$ cat src/rtl/fixedpoint_div_s.sv
// Sequential signed fixed-point divider: Q6.1 dividend / Q3.4 divisor -> Q3.4 quotient.
// Restoring division, one quotient bit per clock, round half away from zero, saturating.
module fixedpoint_div_s (
    input  logic       clk,
    input  logic       rst,
    input  logic       start,
    input  logic [7:0] dividend,
    input  logic [7:0] divisor,
    output logic       busy,
    output logic       done,
    output logic [7:0] quotient,
    output logic       ovf,
    output logic       dz
);
    localparam int unsigned W  = 8;
    localparam int unsigned NW = 16;
    localparam int unsigned CW = 4;

    typedef enum logic [1:0] {S_IDLE, S_CALC, S_ROUND, S_DONE} state_t;

    state_t        r_state, w_state_nx;
    logic [NW-1:0] r_num, w_num_nx;
    logic [W-1:0]  r_dm, w_dm_nx;
    logic [W-1:0]  r_rem, w_rem_nx;
    logic [CW-1:0] r_cnt, w_cnt_nx;
    logic          r_neg, w_neg_nx;
    logic          r_dsign, w_dsign_nx;
    logic          r_zero, w_zero_nx;
    logic          r_dzp, w_dzp_nx;
    logic [W-1:0]  r_quot, w_quot_nx;
    logic          r_ovf, w_ovf_nx;
    logic          r_dz, w_dz_nx;
    logic          r_busy, w_busy_nx;
    logic          r_done, w_done_nx;

    logic [W-1:0]  w_dd_mag, w_dv_mag;
    logic [W:0]    w_rem_sh, w_diff;
    logic          w_qbit;
    logic [NW-1:0] w_r;

    // Magnitudes fit 8 unsigned bits: 0x80 maps to 128
    assign w_dd_mag = dividend[7] ? W'(~dividend) + W'(1) : dividend;
    assign w_dv_mag = divisor[7]  ? W'(~divisor)  + W'(1) : divisor;

    // One restoring step: remainder stays below dm, so 9 bits hold the shifted value
    assign w_rem_sh = {r_rem, r_num[NW-1]};
    assign w_qbit   = (w_rem_sh >= {1'b0, r_dm});
    assign w_diff   = w_rem_sh - {1'b0, r_dm};
    assign w_r      = NW'(({1'b0, r_num} + 17'd1) >> 1);

    always_comb begin
        w_state_nx = r_state;
        w_num_nx   = r_num;
        w_dm_nx    = r_dm;
        w_rem_nx   = r_rem;
        w_cnt_nx   = r_cnt;
        w_neg_nx   = r_neg;
        w_dsign_nx = r_dsign;
        w_zero_nx  = r_zero;
        w_dzp_nx   = r_dzp;
        w_quot_nx  = r_quot;
        w_ovf_nx   = r_ovf;
        w_dz_nx    = r_dz;

        case (r_state)
            S_CALC: begin
                w_rem_nx = w_qbit ? W'(w_diff) : W'(w_rem_sh);
                w_num_nx = {r_num[NW-2:0], w_qbit};
                w_cnt_nx = r_cnt + CW'(1);
                if (r_cnt == CW'(NW - 1)) begin
                    w_state_nx = S_ROUND;
                end
            end
            S_ROUND: begin
                w_state_nx = S_DONE;
                if (r_dzp) begin
                    w_quot_nx = r_dsign ? 8'h80 : 8'h7F;
                    w_ovf_nx  = 1'b1;
                    w_dz_nx   = 1'b1;
                end else if (r_zero) begin
                    w_quot_nx = 8'h00;
                end else if (!r_neg) begin
                    if (w_r > NW'(127)) begin
                        w_quot_nx = 8'h7F;
                        w_ovf_nx  = 1'b1;
                    end else begin
                        w_quot_nx = W'(w_r);
                    end
                end else begin
                    if (w_r > NW'(128)) begin
                        w_quot_nx = 8'h80;
                        w_ovf_nx  = 1'b1;
                    end else begin
                        w_quot_nx = W'(~w_r) + W'(1);
                    end
                end
            end
            S_DONE: begin
                w_state_nx = S_IDLE;
            end
            default: begin
                w_state_nx = S_IDLE;
            end
        endcase

        // Accept from IDLE or DONE (back-to-back)
        if (start && (r_state == S_IDLE || r_state == S_DONE)) begin
            w_num_nx   = {w_dd_mag, 8'h00};
            w_dm_nx    = w_dv_mag;
            w_rem_nx   = '0;
            w_cnt_nx   = '0;
            w_neg_nx   = dividend[7] ^ divisor[7];
            w_dsign_nx = dividend[7];
            w_zero_nx  = (dividend == 8'h00);
            w_dzp_nx   = (divisor == 8'h00);
            w_ovf_nx   = 1'b0;
            w_dz_nx    = 1'b0;
            w_state_nx = (divisor == 8'h00) ? S_ROUND : S_CALC;
        end

        w_busy_nx = (w_state_nx == S_CALC) || (w_state_nx == S_ROUND);
        w_done_nx = (w_state_nx == S_DONE);
    end

    always_ff @(posedge clk) begin
        if (rst) begin
            r_state <= S_IDLE;
            r_num   <= '0;
            r_dm    <= '0;
            r_rem   <= '0;
            r_cnt   <= '0;
            r_neg   <= 1'b0;
            r_dsign <= 1'b0;
            r_zero  <= 1'b0;
            r_dzp   <= 1'b0;
            r_quot  <= '0;
            r_ovf   <= 1'b0;
            r_dz    <= 1'b0;
            r_busy  <= 1'b0;
            r_done  <= 1'b0;
        end else begin
            r_state <= w_state_nx;
            r_num   <= w_num_nx;
            r_dm    <= w_dm_nx;
            r_rem   <= w_rem_nx;
            r_cnt   <= w_cnt_nx;
            r_neg   <= w_neg_nx;
            r_dsign <= w_dsign_nx;
            r_zero  <= w_zero_nx;
            r_dzp   <= w_dzp_nx;
            r_quot  <= w_quot_nx;
            r_ovf   <= w_ovf_nx;
            r_dz    <= w_dz_nx;
            r_busy  <= w_busy_nx;
            r_done  <= w_done_nx;
        end
    end

    assign busy     = r_busy;
    assign done     = r_done;
    assign quotient = r_quot;
    assign ovf      = r_ovf;
    assign dz       = r_dz;
endmodule

$ cat config.mk
export PLATFORM = sky130hd
export DESIGN_NAME = fixedpoint_div_s
export DESIGN_NICKNAME = d
export VERILOG_FILES = /design/src/rtl/fixedpoint_div_s.sv
export SDC_FILE = /design/constraint.sdc
export NUM_CORES = 1
export LEC_CHECK = 0
export BUFFER_PORTS_ARGS = -buffer_cell sky130_fd_sc_hd__buf_4
export CORE_ASPECT_RATIO = 2
export CORE_MARGIN = 2
export CORE_UTILIZATION = 60
export CTS_CLUSTER_DIAMETER = 40
export DETAILED_ROUTE_END_ITERATION = 7
export HOLD_SLACK_MARGIN = 0.05
export PLACE_DENSITY = 0.85
export SYNTH_ARGS = -nofsm -noshare
export SYNTH_HDL_FRONTEND = slang
export SYNTH_SLANG_ARGS = --single-unit
$ cat constraint.sdc
create_clock -name clk -period 3.3 [get_ports clk]
set_input_delay 0.33 -clock clk [delete_from_list [all_inputs] [get_ports clk]]
set_output_delay 0.33 -clock clk [all_outputs]
set_load 0.01 [all_outputs]
### Word level (Yosys, flattened, before mapping)

Index checks and enable logic that the tools add are counted.

| storage, ports and cells | value |
|---|---|
| register bits after elaboration | 54 |
| logic and storage cells | 68 |

| operators by class | value |
|---|---|
| $add $sub $neg | 6 |
| $lt $le $gt $ge | 3 |
| equal/unequal tests | 9 |
| multiplexer cells | 20 |
| bitwise gates (word level) | 4 |
| reductions and logical operators | 11 |

Operators with widths:

| operator | count |
|---|---|
| 8-bit 2-to-1 mux | 9 |
| 16-bit 2-to-1 mux | 2 |
| 8-bit by 1-bit adder with 8-bit output, second input constant | 3 |
| 8-bit inverter | 3 |
| 16-bit by 1-bit adder with 17-bit output, second input constant | 1 |
| 16-bit by 7-bit > comparator with 1-bit output, second input constant | 1 |
| 16-bit by 8-bit > comparator with 1-bit output, second input constant | 1 |
| 8-bit zero test | 2 |
| 9-bit by 8-bit >= comparator with 1-bit output | 1 |
| 2-bit == test, second input constant | 4 |
| 8-bit subtractor | 1 |
| 2-bit 2-to-1 mux | 3 |
| 1-bit 2-to-1 mux | 5 |
| 4-bit by 1-bit adder with 4-bit output, second input constant | 1 |
| 2-bit by 1-bit == test with 1-bit output, second input constant | 2 |
| 4-bit == test, second input constant | 1 |
| 2-bit one-hot mux with 2 select lines | 1 |
| 4-bit AND reduction | 1 |
| 3-bit by 1-bit inequality test with 1-bit output, second input constant | 1 |
| 3-bit nonzero test | 1 |
| 2-bit zero test | 1 |
| 1-bit logical OR | 2 |
| 2-bit by 1-bit inequality test with 1-bit output, second input constant | 1 |
| 2-bit AND reduction | 1 |
| 4 further kinds | 4 |

### Longest topological paths before layout

Gate-level depths: netlist of the first run.

| depth | value |
|---|---|
| word-level depth | 7 |
| mapped depth | 12 |
| gate-level depth less buffers | 11 |

### Worst setup path after synthesis of the first run

No wires, ideal clock.

| timing | value |
|---|---|
| path type | register -> register |
| start | register r_num[0] |
| end | register r_quot[4], in the netlist quotient[4] |
| library setup time | 0.087 ns |
| arrival time | 2.500 ns |
| required time | 3.213 ns |
| path slack | 0.713 ns |
| stages on the path, launching flop included | 13 |
| path buffers | 1 |
| cell sequence | dfxtp_1 -> ha_1 -> buf_2 -> xor2_1 -> inv_1 -> ha_1 -> nand2_1 -> or3_4 -> a22oi_4 -> nand2_1 -> a311oi_1 -> o21ai_1 -> nor4b_2 |

| between the ends | value |
|---|---|
| cells in the longest elaborated chain, start to end | 7 |

RTL lines:

| item | RTL line | source |
|---|---|---|
| from (decl) | 22 | `logic [NW-1:0] r_num, w_num_nx;` |
| from (signal assigned) | 143 | `r_num <= w_num_nx;` |
| 16-bit by 1-bit adder with 17-bit output * | 49 | `assign w_r = NW'(({1'b0, r_num} + 17'd1) >> 1);` |
| parallel branches: the longest is 3 deep, another holds 16-bit by 7-bit > comparator with 1-bit output | n/a |  |
| 8-bit 2-to-1 mux * | 82 | `end else if (!r_neg) begin` |
| 8-bit 2-to-1 mux * | 80 | `end else if (r_zero) begin` |
| 8-bit 2-to-1 mux * | 76 | `if (r_dzp) begin` |
| to (signal assigned) | 151 | `r_quot <= w_quot_nx;` |
| to (decl) | 30 | `logic [W-1:0] r_quot, w_quot_nx;` |

Every way passes the cells marked *.
A chain may end at the register's enable or synchronous reset.

### Final worst setup path of the first run

| timing | value |
|---|---|
| start | register r_num[1] |
| end | register r_quot[4], in the netlist quotient[4] |

Same word-level chain as after synthesis.

==> impl_results.html, run 1 <==
<table>
<tr><th>Metric</th><th>Value</th></tr>
<tr><th colspan="2">CTS</th></tr>
<tr><td>TritonCTS clock tree</td><td>yes</td></tr>
<tr><td>Deepest level of the CTS H-tree</td><td>2</td></tr>
<tr><td>CTS Hold Bufs</td><td>0</td></tr>
<tr><td>Clock Tree Root</td><td>sky130_fd_sc_hd__clkbuf_16</td></tr>
<tr><td>Source-to-sink clock delay at the later pin of the worst-skew pair</td><td>0.29 ns</td></tr>
<tr><td>Clock buffer depth</td><td>2</td></tr>
<tr><td>CTS Sinks</td><td>54</td></tr>
<tr><td># Post-CTS Setup Buffers</td><td>0</td></tr>
<tr><td>Clock transition at the register clock pins on the worst setup and hold paths after CTS</td><td>0.06 ns</td></tr>
<tr><td>Total CTS buffers</td><td>5</td></tr>
<tr><td># resized after CTS</td><td>0</td></tr>
<tr><th colspan="2">Setup path</th></tr>
<tr><td>R2r setup slk</td><td>0.39 ns</td></tr>
<tr><td>List of cells traversed by the critical path</td><td>ha_1 -&gt; xor2_1 -&gt; inv_1 -&gt; ha_1 -&gt; nand2_1 -&gt; or3_4 -&gt; a22oi_4 -&gt; nand2_1 -&gt; a311oi_1 -&gt; o21ai_1 -&gt; nor4b_2</td></tr>
<tr><td>Startpoint of the most critical setup path</td><td>r_num[1]</td></tr>
<tr><td>Critical path class</td><td>reg -&gt; reg</td></tr>
<tr><td>Critical path buffers and inverters</td><td>1</td></tr>
<tr><td>Startpoint Class</td><td>flip-flop</td></tr>
<tr><td>Critical-path cell with the highest stage delay</td><td>sky130_fd_sc_hd__dfxtp_1</td></tr>
<tr><td>Destination of the worst register-to-register timing path</td><td>quotient[4]</td></tr>
<tr><td>Worst Path Arrival</td><td>3.12 ns</td></tr>
<tr><td>Crit Reg-Reg Startpoint</td><td>r_num[1]</td></tr>
<tr><td>Nature of the critical path endpoint</td><td>flip-flop</td></tr>
<tr><td>Maximum fanout encountered on the critical timing path</td><td>7</td></tr>
<tr><td>Longest individual stage delay on the worst path</td><td>0.41 ns</td></tr>
<tr><td>Family with the most delay on the worst path</td><td>simple AND/OR/NAND/NOR gates</td></tr>
<tr><td>Stages on the worst setup path</td><td>11</td></tr>
<tr><td>Req. time, crit path</td><td>3.51 ns</td></tr>
<tr><td>Depth of the most critical reg-to-reg path</td><td>11</td></tr>
<tr><th colspan="2">Finish</th></tr>
<tr><td>Area Overhead vs Synth</td><td>9.29%</td></tr>
<tr><td>Fraction of layout cells with a size suffix above 1</td><td>13.5%</td></tr>
<tr><td>Final antenna diode count</td><td>0</td></tr>
<tr><td>Commonest cells after routing, fill and taps aside</td><td>sky130_fd_sc_hd__dfxtp_1 (54), sky130_fd_sc_hd__nor2_1 (52), sky130_fd_sc_hd__buf_4 (34)</td></tr>
<tr><td>Core occupancy in the finished layout</td><td>68.3%</td></tr>
<tr><td>Net count reported at finish</td><td>488</td></tr>
<tr><td>Most common cell after layout, fill and taps aside</td><td>sky130_fd_sc_hd__dfxtp_1</td></tr>
<tr><th colspan="2">Pwr</th></tr>
<tr><td>Static Leak</td><td>0.00153 uW</td></tr>
<tr><td>Worst vdd rail ir drop</td><td>0.769 mV</td></tr>
<tr><td>Power density over the cells</td><td>834 nW/um^2</td></tr>
<tr><th colspan="2">Synthesis</th></tr>
<tr><td>Count of flip-flops with a built-in enable after synthesis</td><td>0</td></tr>
<tr><td>Largest area contributor in the netlist</td><td>sky130_fd_sc_hd__dfxtp_1</td></tr>
<tr><td>Cell count after synthesis</td><td>435</td></tr>
<tr><td>Avg Inst Size Synth</td><td>8.21 sq um</td></tr>
<tr><td>Share of Yosys cell area claimed by the top area cell type</td><td>30.3%</td></tr>
<tr><td>FF+latch count, synth</td><td>54</td></tr>
<tr><td>Top cells by area, synth</td><td>sky130_fd_sc_hd__dfxtp_1 (30%), sky130_fd_sc_hd__mux2i_1 (6.2%), sky130_fd_sc_hd__ha_1 (6.0%), sky130_fd_sc_hd__nor2_1 (5.5%), sky130_fd_sc_hd__xnor2_1 (3.7%)</td></tr>
<tr><td>Post-Syn Nets</td><td>472</td></tr>
<tr><td>Post-synthesis async set-or-reset flop share</td><td>0%</td></tr>
<tr><td>Sequential cell area fraction in the yosys report</td><td>30.3%</td></tr>
<tr><td>Count of yosys warnings during synthesis</td><td>0</td></tr>
<tr><td>Cell area after technology mapping</td><td>3570 sq um</td></tr>
<tr><td>Count of unique library cells instantiated by Yosys</td><td>69</td></tr>
<tr><td>Primary flip-flop cell chosen by synthesis mapping</td><td>sky130_fd_sc_hd__dfxtp_1</td></tr>
<tr><th colspan="2">Route</th></tr>
<tr><td>Number of DRC markers after the initial detailed-route iteration</td><td>169</td></tr>
<tr><td>Final wirelength</td><td>8370 um</td></tr>
<tr><td>Average routed wire per standard cell</td><td>16.3 um</td></tr>
<tr><td>Detailed-route via count</td><td>3,154</td></tr>
<tr><td>DRT antenna net count</td><td>0</td></tr>
<tr><td>Number of detailed-route iterations in the first pass</td><td>5</td></tr>
<tr><td>Via-to-Cell Ratio</td><td>6.16</td></tr>
<tr><td>Remaining DRCs</td><td>0</td></tr>
<tr><th colspan="2">Global route</th></tr>
<tr><td>Global-route wire length before repair</td><td>13,900 um</td></tr>
<tr><td>Maximum number of pins on one net before global-route repair</td><td>31</td></tr>
<tr><td>Total GRT Usage</td><td>26.7%</td></tr>
<tr><td>Number of antenna violations at the first check in global routing</td><td>0</td></tr>
<tr><td>Number of global-route vias before repair</td><td>3,114</td></tr>
<tr><td>Congestion Overflow GR</td><td>0</td></tr>
<tr><th colspan="2">Worst hold path</th></tr>
<tr><td>Critical hold path startpoint</td><td>divisor[0]</td></tr>
<tr><td>Worst hold stages</td><td>3</td></tr>
<tr><td>Endpoint of the worst hold path</td><td>r_dm[0]</td></tr>
<tr><td>Path category of the worst min-delay check</td><td>in -&gt; reg</td></tr>
<tr><th colspan="2">Die</th></tr>
<tr><td>Chip Height</td><td>113 um</td></tr>
<tr><td>Die width</td><td>58.5 um</td></tr>
<tr><td>Die Area</td><td>6620 sq um</td></tr>
<tr><td>Starting utilization of the core area</td><td>62.5%</td></tr>
<tr><td>Placeable Area</td><td>5710 sq um</td></tr>
<tr><td>Row Count</td><td>39</td></tr>
<tr><td>I/O pin total</td><td>31</td></tr>
<tr><th colspan="2">STA</th></tr>
<tr><td>Final min period</td><td>2.91 ns</td></tr>
<tr><td>Rel. slew slack</td><td>37.1%</td></tr>
<tr><td>Final setup violating endpoints</td><td>0</td></tr>
<tr><td>Fmax</td><td>344 MHz</td></tr>
<tr><td>Actual slew at the worst max-slew pin</td><td>0.944 ns</td></tr>
<tr><td>Setup repair after global routing missed its margin</td><td>no</td></tr>
<tr><td>Final hold slack</td><td>0.302 ns</td></tr>
<tr><td>Setup Skew</td><td>0.00318 ns</td></tr>
<tr><td>Max-slew violation count</td><td>0</td></tr>
<tr><td>Number of hold violations in the final report</td><td>0</td></tr>
<tr><td>Setup TNS</td><td>0 ns</td></tr>
<tr><td>Post-route fraction of the period consumed by the critical path</td><td>88.1%</td></tr>
<tr><th colspan="2">Job</th></tr>
<tr><td>Max cap viols</td><td>0</td></tr>
<tr><th colspan="2">Outcome</th></tr>
<tr><td>Outcome</td><td>finished, final reports clean</td></tr>
<tr><th colspan="2">Placed design</th></tr>
<tr><td>Buffers on Ports</td><td>30</td></tr>
<tr><td>Final GP Congestion</td><td>0.858</td></tr>
<tr><td>Post-detailed-placement half-perimeter wirelength</td><td>6400 um</td></tr>
</table>
tightest hold or removal path, delay by kind of cell:
kind	cells	cell delay, ns
buffers and inverters	1	0.12
and+or+nand+nor	1	0.05
AOI/OAI and AO/OA	1	0.05
final cells by class:
type,instances,area (sq um)
Sequential cell,54,1080
Clock buffer,7,133
Tap cell,61,76.3
Multi-Input combinational cell,328,2250
Fill cell,477,1810
Inverter,28,105
Timing Repair Buffer,34,255
flip-flops by register name, indices dropped and copies added, names as in the netlist, 2 cells and up:
name	cells
r_num	16
quotient	8
r_dm	8
r_rem	8
r_cnt	4
r_state	2
kinds of logic after synthesis:
family | count (synthesis) | synth area share [%]
AND/OR/NAND/NOR | 159 | 22.9
AO/OA/AOI/OAI | 99 | 20.0
flip-flops | 54 | 30.3
buffers and inverters | 53 | 6.66
XOR/XNOR | 28 | 6.87
multiplexers | 24 | 6.80
adder cells (fa/ha/maj) | 18 | 6.52
cells in the mapped netlist (4+ instances only):
cell and instances:
sky130_fd_sc_hd__nor2_1 52, sky130_fd_sc_hd__dfxtp_1 54, sky130_fd_sc_hd__nand4_1 5, sky130_fd_sc_hd__nand2b_1 9
sky130_fd_sc_hd__mux2i_1 22, sky130_fd_sc_hd__o21ai_0 14, sky130_fd_sc_hd__inv_1 28, sky130_fd_sc_hd__a21oi_1 22
sky130_fd_sc_hd__xnor2_1 15, sky130_fd_sc_hd__nand3_1 9, sky130_fd_sc_hd__clkbuf_1 14, sky130_fd_sc_hd__ha_1 17
sky130_fd_sc_hd__a211oi_1 17, sky130_fd_sc_hd__or3_1 4, sky130_fd_sc_hd__xor2_1 13, sky130_fd_sc_hd__o21a_1 4
sky130_fd_sc_hd__nor3_1 18, sky130_fd_sc_hd__nand2_1 32, sky130_fd_sc_hd__nand3b_1 4, sky130_fd_sc_hd__nor2b_1 4
worst max path at each step:
stage | to | slack (ns)
after floorplan | quotient[4] | 0.71
after global placement | quotient[4] | 0.52
after detailed placement | quotient[4] | 0.40
after CTS | quotient[4] | 0.40
after global routing | quotient[4] | 0.09
final | quotient[4] | 0.39
through the flow:
step           setup slack, ns  power, uW  instance area [sq um]  cells
2_1_floorplan            0.713       2300                   3570    435
3_3_place_gp             0.515       2690                   3770    505
3_5_place_dp             0.400       2750                   3770    505
4_1_cts                  0.400       3260                   3900    512
5_1_grt                 0.0908       3490                   3900    512
6_report                 0.393       3250                   3900    512
power by group:
part	switching [uW]	internal, uW	total, uW	leakage [uW]
clock	222	278	500	0.0000640
sequential	176	825	1000	0.000441
combinational	971	781	1750	0.00102
layer usage:
metal  GRT usage [%]  share of wire, %  vias up
met5               0                 0        -
met4            12.9               4.0        0
met3            3.31               2.2       25
met2            51.7                58       62
met1            26.2                36     1497
li1                -                 -     1570
(Power assumes the default switching activity.)
==> run 2, diff against run 1 <==
==> constraint.sdc (replaced) <==
create_clock -name clk -period 3.3 [get_ports clk]
set_input_delay 0 -clock clk [delete_from_list [all_inputs] [get_ports clk]]
set_output_delay 0 -clock clk [all_outputs]
set_load 0.01 [all_outputs]
==> run 2 against run 1 <==
Effect of this change: register-to-register slack lost 0.03 ns; flip-flop and latch count unchanged; clock skew increased by 0.0013 ns; power is 0.38% higher; die area is the same; clock-buffer cell count unchanged; maximum frequency shrank 1.0%; via count up 1.0%; first-iteration DRC count decreased by 8.3%; clock power up 0.8%; largest cell class unchanged.
==> impl_results.html, run 2 (same netlist as run 1, synthesis figures left out) <==
<table>
<tr><th>Metric</th><th>Value</th></tr>
<tr><th colspan="2">Route</th></tr>
<tr><td>Via-to-Cell Ratio</td><td>6.13 (was 6.16)</td></tr>
<tr><td>Number of DRC markers after the initial detailed-route iteration</td><td>155 (was 169)</td></tr>
<tr><td>Remaining DRCs</td><td>0 (unchanged)</td></tr>
<tr><td>Average routed wire per standard cell</td><td>16.5 um (was 16.3 um)</td></tr>
<tr><td>Number of detailed-route iterations in the first pass</td><td>4 (was 5)</td></tr>
<tr><td>Final wirelength</td><td>8580 um (was 8370 um)</td></tr>
<tr><td>DRT antenna net count</td><td>0 (unchanged)</td></tr>
<tr><td>Detailed-route via count</td><td>3,187 (was 3,154)</td></tr>
<tr><th colspan="2">Placed design</th></tr>
<tr><td>Post-detailed-placement half-perimeter wirelength</td><td>6400 um (unchanged)</td></tr>
<tr><td>Final GP Congestion</td><td>0.858 (unchanged)</td></tr>
<tr><td>Buffers on Ports</td><td>30 (unchanged)</td></tr>
<tr><td>Placed Instances</td><td>505 (unchanged)</td></tr>
<tr><td>Post-Place Worst Slack</td><td>0.400 ns (unchanged)</td></tr>
<tr><th colspan="2">Global route</th></tr>
<tr><td>Total GRT Usage</td><td>27.3% (was 26.7%)</td></tr>
<tr><td>Number of antenna violations at the first check in global routing</td><td>0 (unchanged)</td></tr>
<tr><td>Number of global-route vias before repair</td><td>3,182 (was 3,114)</td></tr>
<tr><td>Global-route wire length before repair</td><td>14,200 um (was 13,900 um)</td></tr>
<tr><td>Maximum number of pins on one net before global-route repair</td><td>31 (unchanged)</td></tr>
<tr><td>Congestion Overflow GR</td><td>0 (unchanged)</td></tr>
<tr><th colspan="2">Finish</th></tr>
<tr><td>Register with the most flip-flops</td><td>r_num (unchanged)</td></tr>
<tr><td>Area Overhead vs Synth</td><td>11.5% (was 9.29%)</td></tr>
<tr><td>Most common cell after layout, fill and taps aside</td><td>sky130_fd_sc_hd__dfxtp_1 (unchanged)</td></tr>
<tr><td>Net count reported at finish</td><td>496 (was 488)</td></tr>
<tr><td>Number of flip-flops under the largest register name</td><td>16 (unchanged)</td></tr>
<tr><td>Area taken by multi-input logic gates</td><td>2250 sq um (unchanged)</td></tr>
<tr><td>Commonest cells after routing, fill and taps aside</td><td>sky130_fd_sc_hd__dfxtp_1 (54), sky130_fd_sc_hd__nor2_1 (52), sky130_fd_sc_hd__buf_4 (34) (unchanged)</td></tr>
<tr><td>Fraction of layout cells with a size suffix above 1</td><td>13.3% (was 13.5%)</td></tr>
<tr><td>Final-layout fill cell count</td><td>458 (was 477)</td></tr>
<tr><td>Sequential cell area in the final layout</td><td>1080 sq um (unchanged)</td></tr>
<tr><td>Final antenna diode count</td><td>0 (unchanged)</td></tr>
<tr><td>Cell Count, Final, Fillers Out</td><td>520 (was 512)</td></tr>
<tr><th colspan="2">STA</th></tr>
<tr><td>Post-route fraction of the period consumed by the critical path</td><td>89.0% (was 88.1%)</td></tr>
<tr><td>Setup TNS</td><td>0 ns (unchanged)</td></tr>
<tr><td>Actual slew at the worst max-slew pin</td><td>0.961 ns (was 0.944 ns)</td></tr>
<tr><td>Final setup violating endpoints</td><td>0 (unchanged)</td></tr>
<tr><td>Final min period</td><td>2.94 ns (was 2.91 ns)</td></tr>
<tr><td>Final hold slack</td><td>0.0614 ns (was 0.302 ns)</td></tr>
<tr><td>Rel. slew slack</td><td>35.9% (was 37.1%)</td></tr>
<tr><td>Max-slew violation count</td><td>0 (unchanged)</td></tr>
<tr><td>Setup repair after global routing missed its margin</td><td>no (unchanged)</td></tr>
<tr><td>Number of hold violations in the final report</td><td>0 (unchanged)</td></tr>
<tr><td>Final worst setup slack</td><td>0.363 ns (was 0.393 ns)</td></tr>
<tr><td>Fmax</td><td>341 MHz (was 344 MHz)</td></tr>
<tr><td>Setup Skew</td><td>0.00452 ns (was 0.00318 ns)</td></tr>
<tr><th colspan="2">Setup path</th></tr>
<tr><td>Startpoint Class</td><td>flip-flop (unchanged)</td></tr>
<tr><td>Family with the most delay on the worst path</td><td>simple AND/OR/NAND/NOR gates (unchanged)</td></tr>
<tr><td>Maximum fanout encountered on the critical timing path</td><td>7 (unchanged)</td></tr>
<tr><td>Req. time, crit path</td><td>3.51 ns (about the same)</td></tr>
<tr><td>Critical path buffers and inverters</td><td>1 (unchanged)</td></tr>
<tr><td>Nature of the critical path endpoint</td><td>flip-flop (unchanged)</td></tr>
<tr><td>Longest individual stage delay on the worst path</td><td>0.41 ns (about the same)</td></tr>
<tr><td>Critical-path cell with the highest stage delay</td><td>sky130_fd_sc_hd__dfxtp_1 (unchanged)</td></tr>
<tr><td>Critical path class</td><td>reg -&gt; reg (unchanged)</td></tr>
<tr><td>List of cells traversed by the critical path</td><td>ha_1 -&gt; xor2_1 -&gt; inv_1 -&gt; ha_1 -&gt; nand2_1 -&gt; or3_4 -&gt; a22oi_4 -&gt; nand2_1 -&gt; a311oi_1 -&gt; o21ai_1 -&gt; nor4b_2 (unchanged)</td></tr>
<tr><td>Worst Path Arrival</td><td>3.15 ns (was 3.12 ns)</td></tr>
<tr><th colspan="2">Die</th></tr>
<tr><td>Die width</td><td>58.5 um (unchanged)</td></tr>
<tr><td>I/O pin total</td><td>31 (unchanged)</td></tr>
<tr><td>Die Area</td><td>6620 sq um (unchanged)</td></tr>
<tr><td>Placeable Area</td><td>5710 sq um (unchanged)</td></tr>
<tr><td>Starting utilization of the core area</td><td>62.5% (unchanged)</td></tr>
<tr><td>Row Count</td><td>39 (unchanged)</td></tr>
<tr><td>Chip Height</td><td>113 um (unchanged)</td></tr>
<tr><th colspan="2">Pwr</th></tr>
<tr><td>Static Leak</td><td>0.00156 uW (was 0.00153 uW)</td></tr>
<tr><td>Worst vdd rail ir drop</td><td>0.761 mV (was 0.769 mV)</td></tr>
<tr><td>Power density over the cells</td><td>820 nW/um^2 (was 834 nW/um^2)</td></tr>
<tr><td>Overall power of the completed layout</td><td>3270 uW (was 3250 uW)</td></tr>
<tr><th colspan="2">Outcome</th></tr>
<tr><td>Outcome</td><td>finished, final reports clean (unchanged)</td></tr>
<tr><th colspan="2">Job</th></tr>
<tr><td>Max cap viols</td><td>0 (unchanged)</td></tr>
<tr><th colspan="2">CTS</th></tr>
<tr><td>Clock buffer depth</td><td>2 (unchanged)</td></tr>
<tr><td>Total CTS buffers</td><td>5 (unchanged)</td></tr>
<tr><td>CTS Sinks</td><td>54 (unchanged)</td></tr>
<tr><td>TritonCTS clock tree</td><td>yes (unchanged)</td></tr>
<tr><td>Source-to-sink clock delay at the later pin of the worst-skew pair</td><td>0.29 ns (about the same)</td></tr>
<tr><td># resized after CTS</td><td>0 (unchanged)</td></tr>
<tr><td>Clock Tree Root</td><td>sky130_fd_sc_hd__clkbuf_16 (unchanged)</td></tr>
<tr><td>Deepest level of the CTS H-tree</td><td>2 (unchanged)</td></tr>
<tr><td>Clock transition at the register clock pins on the worst setup and hold paths after CTS</td><td>0.06 ns (about the same)</td></tr>
<tr><th colspan="2">Worst hold path</th></tr>
<tr><td>Path category of the worst min-delay check</td><td>in -&gt; reg (unchanged)</td></tr>
</table>
## run 2: cell types whose count changed in the layout (fill, tap and decap cells not counted)
cell	before	now
sky130_fd_sc_hd__dlygate4sd3_1	0	8
## run 2: layer usage
layer	routed length, um	global-route usage, %
met2	4910	52.9
met5	0	0
met4	346	12.9
met1	3160	26.5
met3	166	3.66
## run 2: layout make-up
class / count / area share [%]
inverters: 28 / 2.64
well taps: 61 / 1.92
multi-input cells: 328 / 56.5
clock buffers: 7 / 3.33
repair buffers: 42 / 8.42
flip-flops and latches: 54 / 27.2
## run 2: worst reg2reg max path: stages (launching register included)
cell,delay [ns]
sky130_fd_sc_hd__dfxtp_1,0.41
sky130_fd_sc_hd__ha_1,0.33
sky130_fd_sc_hd__xor2_1,0.18
sky130_fd_sc_hd__inv_1,0.13
sky130_fd_sc_hd__ha_1,0.21
sky130_fd_sc_hd__nand2_1,0.07
sky130_fd_sc_hd__or3_4,0.37
sky130_fd_sc_hd__a22oi_4,0.21
sky130_fd_sc_hd__nand2_1,0.11
sky130_fd_sc_hd__a311oi_1,0.30
sky130_fd_sc_hd__o21ai_1,0.23
sky130_fd_sc_hd__nor4b_2,0.30
## run 2: path summary, 6_finish.rpt
check / depth (start not counted) / startpoint / end / slack, ns
setup / recovery: 11 / r_num[1] / quotient[4] / 0.36
hold / removal: 3 / divisor[4] / r_dm[4] / 0.06
setup reg to reg: 11 / r_num[1] / quotient[4] / 0.36
hold reg to reg: 2 / r_dm[7] / r_dm[7] / 0.45
## run 2: through the flow
stage	util, %	area [sq um]
global placement	66.0	3770
finish	69.7	3980
floorplan	-	3570
global route	69.7	3980
CTS	69.7	3980
detailed placement	66.0	3770
## run 2: power breakdown
part	total, uW	switching [uW]	internal (uW)
registers	1000	176	825
logic	1760	973	787
clock network	504	225	278
## run 2: repair_timing
item | 4_1_cts | 5_1_grt
buffers inserted | 0 | 0
hold endpoints to repair | 9 | 0
hold buffers | 8 | 0
